--- config.mk ---
export PLATFORM = sky130hd
export DESIGN_NAME = vedio_cap_pack
export DESIGN_NICKNAME = d
export VERILOG_FILES = /design/src/rtl/vedio_cap_pack_pkg.sv /design/src/rtl/vedio_edge_det.sv /design/src/rtl/vedio_cap_pack.sv
export SDC_FILE = /design/constraint.sdc
export NUM_CORES = 1
export LEC_CHECK = 0
export BUFFER_PORTS_ARGS = -buffer_cell sky130_fd_sc_hd__buf_2
export CAP_MARGIN = 10
export CORE_ASPECT_RATIO = 0.9
export CORE_MARGIN = 8
export CORE_UTILIZATION = 57
export CTS_CLUSTER_DIAMETER = 60
export DETAILED_ROUTE_END_ITERATION = 6
export PLACE_DENSITY = 0.77
export SLEW_MARGIN = 20
export SYNTH_ARGS = -nofsm -noshare
export SYNTH_HDL_FRONTEND = slang
export SYNTH_HIERARCHICAL = 1
export SYNTH_SLANG_ARGS = --single-unit
--- constraint.sdc ---
create_clock -name clk -period 3.1 [get_ports clk]
set_clock_uncertainty 0.05 [all_clocks]
set_input_delay 0.155 -clock clk [delete_from_list [all_inputs] [get_ports clk]]
set_output_delay 0.155 -clock clk [all_outputs]
set_load 0.01 [all_outputs]
--- src/rtl/vedio_cap_pack_pkg.sv ---
// Shared constants and helpers for the video capture/pack slice.
// No logic of its own; elaboration-time values only.
// Not applicable (no datapath).
package vedio_cap_pack_pkg;

    // Widest pixel the packer supports, in channel bytes
    localparam int CHN_MAX       = 4;

    // Channel placement inside the packed pixel word
    localparam int ORD_MSB_FIRST = 0;
    localparam int ORD_LSB_FIRST = 1;

    // Ceiling log2, never below 1 so derived buses stay at least 1 bit wide
    function automatic int clog2(input int value);
        int r;
        for (r = 0; (1 << r) < value; r++) begin
        end
        return (r < 1) ? 1 : r;
    endfunction

endpackage

--- src/rtl/vedio_edge_det.sv ---
// Rise/fall detector with a one-cycle delayed copy of a 1-bit sync input.
// Latency: rise/fall combinational from sig vs last sample; dly is 1 cycle.
// No backpressure; samples every clock.
module vedio_edge_det (
    input  logic clk,
    input  logic rst,
    input  logic sig,
    output logic rise,
    output logic fall,
    output logic dly
);

    logic r_dly;

    // Remember last cycle's sample of the sync input
    always_ff @(posedge clk or posedge rst) begin
        if (rst) r_dly <= 1'b0;
        else     r_dly <= sig;
    end

    assign rise = sig & ~r_dly;
    assign fall = ~sig & r_dly;
    assign dly  = r_dly;

endmodule

--- src/rtl/vedio_cap_pack.sv ---
// Packs a byte-serial video stream into pixel words with x/y tracking and line/frame error flags.
// Latency: pixel outputs 1 cycle after the last channel byte; errors 1 cycle after detection.
// No backpressure: one pixel every SRC_CHN cycles, sink must always accept.
module vedio_cap_pack
    import vedio_cap_pack_pkg::*;
#(
    parameter int SRC_DW    = 8,
    parameter int SRC_CHN   = 3,
    parameter int IW        = 640,
    parameter int IH        = 480,
    parameter int CHN_ORDER = 0,
    localparam int PW       = SRC_DW * SRC_CHN,
    localparam int XW       = clog2(IW),
    localparam int YW       = clog2(IH)
) (
    input  logic              clk,
    input  logic              rst,
    input  logic              src_hsync,
    input  logic              src_vsync,
    input  logic [SRC_DW-1:0] src_data,
    output logic              cap_vld,
    output logic [PW-1:0]     cap_data,
    output logic [XW-1:0]     cap_x,
    output logic [YW-1:0]     cap_y,
    output logic              cap_sof,
    output logic              cap_eol,
    output logic              cap_hsync,
    output logic              cap_vsync,
    output logic              err_line,
    output logic              err_frame
);

    localparam int            CW       = clog2(CHN_MAX);
    localparam logic [CW-1:0] CHN_LAST = CW'(SRC_CHN - 1);
    // Counters are one bit wider than the coordinate so they can sit at IW / IH
    localparam logic [XW:0]   X_END    = IW[XW:0];
    localparam logic [XW:0]   X_LAST   = X_END - 1'b1;
    localparam logic [YW:0]   Y_END    = IH[YW:0];

    logic w_hs_fall, w_vs_rise, w_unused_hs_rise, w_unused_vs_fall;

    vedio_edge_det u_hs_edge (
        .clk (clk), .rst (rst), .sig (src_hsync),
        .rise(w_unused_hs_rise), .fall(w_hs_fall), .dly(cap_hsync)
    );

    vedio_edge_det u_vs_edge (
        .clk (clk), .rst (rst), .sig (src_vsync),
        .rise(w_vs_rise), .fall(w_unused_vs_fall), .dly(cap_vsync)
    );

    logic [CW-1:0] r_chn_cnt;
    logic [XW:0]   r_x_cnt;
    logic [YW:0]   r_y_cnt;
    logic          r_armed;     // hsync seen low since reset: a mid-line reset drops the rest of that line
    logic          r_x_ovf;     // a pixel beyond IW completed on this line
    logic          r_ovf_seen;  // overflow line already reported in this frame
    logic          r_cap_vld, r_cap_sof, r_cap_eol, r_err_line, r_err_frame;
    logic [PW-1:0] r_cap_data;
    logic [XW-1:0] r_cap_x;
    logic [YW-1:0] r_cap_y;

    logic          w_byte_ok, w_last, w_pix, w_x_in, w_y_in, w_emit, w_ovf, w_short;
    logic [YW:0]   w_y_line;
    logic [PW-1:0] w_sr_next;

    // Pixel word as it stands once the current byte is shifted in
    generate
        if (SRC_CHN == 1) begin : g_single
            assign w_sr_next = src_data;
        end else begin : g_shift
            logic [PW-SRC_DW-1:0] r_sr;
            if (CHN_ORDER == ORD_LSB_FIRST) begin : g_lsb
                assign w_sr_next = {src_data, r_sr};
            end else begin : g_msb
                assign w_sr_next = {r_sr, src_data};
            end
            // Keep the bytes already received for the pixel in flight
            always_ff @(posedge clk or posedge rst) begin
                if (rst) begin
                    r_sr <= '0;
                end else if (w_byte_ok) begin
                    if (CHN_ORDER == ORD_LSB_FIRST) r_sr <= w_sr_next[PW-1:SRC_DW];
                    else                            r_sr <= w_sr_next[PW-SRC_DW-1:0];
                end
            end
        end
    endgenerate

    // Decode byte acceptance, pixel completion and error conditions
    always_comb begin
        w_byte_ok = src_hsync & r_armed;
        w_last    = (r_chn_cnt == CHN_LAST);
        w_pix     = w_byte_ok & w_last;
        w_x_in    = (r_x_cnt < X_END);
        w_y_in    = (r_y_cnt < Y_END);
        w_emit    = w_pix & w_x_in & w_y_in;
        w_y_line  = (w_hs_fall && w_y_in) ? r_y_cnt + 1'b1 : r_y_cnt;
        w_ovf     = w_byte_ok & ~w_y_in & ~r_ovf_seen;
        // Short-frame check sees the line that may have ended in this same cycle
        w_short   = w_vs_rise & (w_y_line != '0) & (w_y_line != Y_END);
    end

    // Position counters; a vsync edge overrides the line-end update
    always_ff @(posedge clk or posedge rst) begin
        if (rst) begin
            r_chn_cnt  <= '0;
            r_x_cnt    <= '0;
            r_y_cnt    <= '0;
            r_armed    <= 1'b0;
            r_x_ovf    <= 1'b0;
            r_ovf_seen <= 1'b0;
        end else begin
            r_armed <= r_armed | ~src_hsync;
            if (w_vs_rise || w_hs_fall) begin
                r_chn_cnt <= '0;
                r_x_cnt   <= '0;
                r_x_ovf   <= 1'b0;
            end else if (w_byte_ok) begin
                r_chn_cnt <= w_last ? '0 : r_chn_cnt + 1'b1;
                if (w_pix && w_x_in)  r_x_cnt <= r_x_cnt + 1'b1;
                if (w_pix && !w_x_in) r_x_ovf <= 1'b1;
            end
            r_y_cnt <= w_vs_rise ? '0 : w_y_line;
            if (w_vs_rise)                   r_ovf_seen <= 1'b0;
            else if (w_byte_ok && !w_y_in)   r_ovf_seen <= 1'b1;
        end
    end

    // Registered pixel and error outputs
    always_ff @(posedge clk or posedge rst) begin
        if (rst) begin
            r_cap_vld   <= 1'b0;
            r_cap_sof   <= 1'b0;
            r_cap_eol   <= 1'b0;
            r_cap_data  <= '0;
            r_cap_x     <= '0;
            r_cap_y     <= '0;
            r_err_line  <= 1'b0;
            r_err_frame <= 1'b0;
        end else begin
            r_cap_vld <= w_emit;
            r_cap_sof <= w_emit && r_x_cnt == '0 && r_y_cnt == '0;
            r_cap_eol <= w_emit && r_x_cnt == X_LAST;
            if (w_emit) begin
                r_cap_data <= w_sr_next;
                r_cap_x    <= r_x_cnt[XW-1:0];
                r_cap_y    <= r_y_cnt[YW-1:0];
            end
            r_err_line  <= w_hs_fall & ((r_chn_cnt != '0) | (r_x_cnt != X_END) | r_x_ovf);
            r_err_frame <= w_short | w_ovf;
        end
    end

    assign cap_vld   = r_cap_vld;
    assign cap_sof   = r_cap_sof;
    assign cap_eol   = r_cap_eol;
    assign cap_data  = r_cap_data;
    assign cap_x     = r_cap_x;
    assign cap_y     = r_cap_y;
    assign err_line  = r_err_line;
    assign err_frame = r_err_frame;

endmodule

### After elaboration in Yosys (flattened, before gate mapping)

Index checks and enable logic that the tools add are counted.

| storage, ports and cells | value |
|---|---|
| memories | 0 |
| input port bits | 12 |
| memory bits (writable) | 0 |
| ROM bits | 0 |
| bits in latches | 0 |
| word-level logic and storage cells | 78 |
| bits in registers | 92 |

| operators by class | value |
|---|---|
| shift operators | 0 |
| muxes and demuxes | 13 |
| reduce and logical (&&, ||, !) cells | 20 |
| magnitude comparators | 2 |
| divide/modulo/power cells | 0 |
| multipliers | 0 |
| add/sub/neg operators | 3 |
| equal/unequal tests | 4 |
| bitwise gates (word level) | 19 |

Operators with widths:

| kind | count |
|---|---|
| two-way mux 11 bit | 3 |
| two-way mux 10 bit | 2 |
| adder 11 x 1 -> 11 bit, second input constant | 1 |
| bitwise AND 1 bit | 11 |
| == test 11 x 10 -> 1 bit, second input constant | 1 |
| zero test 11 bit | 1 |
| less-than comparator 11 x 10 -> 1 bit, second input constant | 1 |
| != test 11 x 10 -> 1 bit, second input constant | 1 |
| adder 10 x 1 -> 10 bit, second input constant | 1 |
| zero test 10 bit | 1 |
| less-than comparator 10 x 9 -> 1 bit, second input constant | 1 |
| != test 10 x 9 -> 1 bit, second input constant | 1 |
| nonzero test 10 bit | 1 |
| nonzero test 2 bit | 5 |
| logical AND 1 bit | 7 |
| two-way mux 2 bit | 3 |
| two-way mux 1 bit | 5 |
| NOT 1 bit | 4 |
| bitwise OR 1 bit | 4 |
| AND reduction 2 bit | 2 |
| adder 2 x 1 -> 2 bit, second input constant | 1 |
| == test 2 bit, second input constant | 1 |
| zero test 1 bit | 2 |
| logical OR 1 bit | 1 |

### Logic depth before layout (Yosys ltp)

| logic depth | value |
|---|---|
| depth in word-level cells | 8 |
| mapped depth | 9 |
| depth with buffers taken out | 7 |

### By module

Netlist, hierarchy kept.

By module, submodules not included:

| module | cells an instance | times used | area each (um^2) |
|---|---|---|---|
| vedio_cap_pack | 310 | 1 | 4095.2 |
| vedio_edge_det | 4 | 2 | 43.8 |

### Least setup slack after synthesis

OpenSTA, ideal clock, no wires.

| timing | value |
|---|---|
| path type | reg2reg |
| from | register r_y_cnt[7] |
| to | register r_cap_y[2], in the netlist cap_y[2] |
| required time | 2925 ps |
| path buffers | 4 |
| setup time | 125 ps |
| cell stages (with the launch flop) | 9 |
| data arrival time | 1639 ps |
| slack | 1287 ps |
| cells stage by stage | dfrtp_1 > buf_6 > and4_4 > buf_6 > nor2_2 > and2_4 > buf_6 > buf_6 > mux2_2 |

| on the way | value |
|---|---|
| cells in the longest elaborated chain, start to end | 2 |

RTL lines:

| item | RTL line | text |
|---|---|---|
| start: declaration | vedio_cap_pack.sv:54 | `logic [YW:0] r_y_cnt;` |
| start signal: assignment | vedio_cap_pack.sv:124 | `r_y_cnt <= w_vs_rise ? '0 : w_y_line;` |
| less-than comparator 10 x 9 -> 1 bit | vedio_cap_pack.sv:96 | `w_y_in = (r_y_cnt < Y_END);` |
| bitwise AND 1 bit | vedio_cap_pack.sv:97 | `w_emit = w_pix & w_x_in & w_y_in;` |
| end signal: assignment | vedio_cap_pack.sv:148 | `r_cap_y <= r_y_cnt[YW-1:0];` |
| end: declaration | vedio_cap_pack.sv:61 | `logic [YW-1:0] r_cap_y;` |

Every way passes these cells.
A chain may end at the register's enable or synchronous reset.

### Worst setup path after layout

| timing | value |
|---|---|
| from | register r_x_cnt[7] |
| to | register r_cap_y[4], in the netlist cap_y[4] |

| on the way | value |
|---|---|
| cells in the longest elaborated chain, start to end | 3 |

RTL lines:

| item | RTL line | text |
|---|---|---|
| start: declaration | vedio_cap_pack.sv:53 | `logic [XW:0] r_x_cnt;` |
| start signal: assignment | vedio_cap_pack.sv:121 | `if (w_pix && w_x_in) r_x_cnt <= r_x_cnt + 1'b1;` |
| less-than comparator 11 x 10 -> 1 bit | vedio_cap_pack.sv:95 | `w_x_in = (r_x_cnt < X_END);` |
| bitwise AND 1 bit (2 in series) | vedio_cap_pack.sv:97 |  |

Every way passes these cells.

==> results_dict.tcl <==
set metrics [dict create \
    min_period_ns 2.27 \
    insertion_delay_ns 0.36 \
    rr_worst_depth 4 \
    die_width_microns 106 \
    syn2layout_area_growth_pct 14.9 \
    grt_overflow 0 \
    htreeDepth 3 \
    p_leak_nw 2.35 \
    ir_worst_vdd_uv 576 \
    setup-violations-final 0 \
    antenna_left 0 \
    ioPinCount 62 \
    dieArea_sq_mm 0.0103 \
    critPathLaunch "r_x_cnt[7]" \
    reg2reg_setup_slack_ns 0.83 \
    min_path_type "in2async" \
    first_pass_iters 4 \
    p_sw_mw 0.831 \
    timing.rr.start "r_x_cnt[7]" \
    pwr-share-clk 0.263 \
    hold_viol 0 \
    cts_tree "yes" \
    arrival_ns 2.47 \
    grt_pass1_wl_microns 13400 \
    post_drt_wl_per_cell_microns 16.0 \
    drc 0 \
    start_util 0.589 \
    clkTransAtPathRegs_ns 0.09 \
    grt_max_degree 51 \
    cp-start-kind "flop" \
    cap_violations 0 \
    postRouteWirelength_microns 7720 \
    chipHeight_microns 97.1 \
    intPower_mw 2.17 \
    grt_setup_unrepaired "no" \
    synth_nets 332 \
    worst-slew-pin-transition_ns 0.831 \
    cts_resized 0 \
    drv_slew 0 \
    grtUsageTotal 0.162 \
    root_buffer "clkbuf_8" \
    drt_iter0_markers 100 \
    worstPathMaxFanout 45 \
    cp_data_required_time_ns 3.30 \
    cts_inserted_buffers 9 \
    finalCritPeriodShare 0.732 \
    io_buffers 61 \
    cts_sinks 92 \
    netlist_area_sq_mm 0.00417 \
    p_sw_frac 0.277 \
    powerDensity_mw_per_mm2 627 \
    synthCells 316 \
    antenna_found_initial 1 \
    crit_type "reg2reg" \
    status "finished clean" \
    layout-drive-gt1-share 0.388 \
    grt_pass1_vias 2774 \
    final_area_sq_mm 0.00479 \
    place_hpwl_microns 5140 \
    avgViaCountPerCell 5.38 \
    clk_path_buf_depth 2 \
    final_common_cell "dfrtp_1" \
    p_comb_frac 0.226 \
    rr_endpoint "cap_y[4]" \
    pwr-share-seq 0.511 \
    placed_cell_area_sq_mm 0.00449 \
    cp-end-kind "flop" \
    rows 29 \
    fillers 538 \
    globalplace.congestion 0.837 \
    avgSynthCellArea_sq_um 13.2 \
    final_cell_mix "92 x dfrtp_1, 61 x buf_2, 35 x mux2_4" \
    core_sq_mm 0.00708 \
    nets 400 \
    fmax_mhz 441 \
    yosysWarningCount 6 \
    cts_setup_buffers 0 \
    slew_headroom 0.445 \
    num_vias 2600 \
    setup_tns_ns 0 \
]
==> layer usage <==
layer	vias up	share of wire	wire [microns]	GRT usage
met3	8	0.055	423	0.0610
met1	1295	0.45	3510	0.202
met2	55	0.47	3670	0.251
li1	1242	-	-	-
met4	0	0.015	119	0.0551
met5	-	0	0	0
==> worst max-delay path, stage by stage (launching register included) <==
cell and delay, ns:
dfrtp_1 0.47, o21a_1 0.23, nor3_1 0.25, and2_4 0.71
mux2_2 0.40
==> cell type report <==
type	count	area [sq um]	share of cell area
sequential	92	2300	0.481
tap	93	116	0.0243
inverter	9	35.0	0.00731
clock buffer	11	131	0.0274
timing repair buffer	76	445	0.0930
antenna	1	2.50	0.000522
multi-input combinational	196	1700	0.354
clock inverter	5	60.1	0.0125
==> flip-flops by register name (all words and copies together) (netlist names) <==
signal         cells
cap_data          24
cap_eol            1
cap_sof            1
cap_vld            1
cap_x             10
cap_y              9
err_frame          1
err_line           1
g_shift.r_sr      16
r_armed            1
r_chn_cnt          2
r_ovf_seen         1
r_x_cnt           11
r_x_ovf            1
r_y_cnt           10
u_hs_edge/dly      1
u_vs_edge/dly      1
==> power by group through the flow <==
stage	clock network (mW)	logic (mW)	registers, mW
6_report	0.790	0.678	1.53
5_1_grt	0.856	0.738	1.56
4_1_cts	0.814	0.695	1.53
3_5_place_dp	0	0.682	1.55
3_3_place_gp	0	0.666	1.55
2_1_floorplan	0	0.368	1.61
==> worst max path at each step <==
| stage | to | slack, ns |
|---|---|---|
| floorplan | cap_data[0] | 0.56 |
| global placement | cap_x[4] | 0.86 |
| detailed placement | cap_x[5] | 0.83 |
| CTS | cap_x[4] | 0.81 |
| global route | cap_x[1] | 0.63 |
| finish | cap_y[4] | 0.83 |
==> what timing repair did <==
action,CTS,global route
hold buffers,11,0
hold endpoints to repair,69,0
setup endpoints to repair,0,0
==> through the flow <==
stage	utilization	instances	total power, mW	hold WS, ns	setup WS, ns
CTS	0.677	482	3.04	0.133	0.815
global route	0.677	483	3.16	0.143	0.625
global placement	0.634	455	2.22	-0.0222	0.857
detailed placement	0.634	455	2.24	-0.0217	0.828
finish	0.677	483	3.00	0.137	0.830
floorplan	-	316	1.98	-0.166	0.560
No activity file was read; power rests on OpenSTA's default activity.
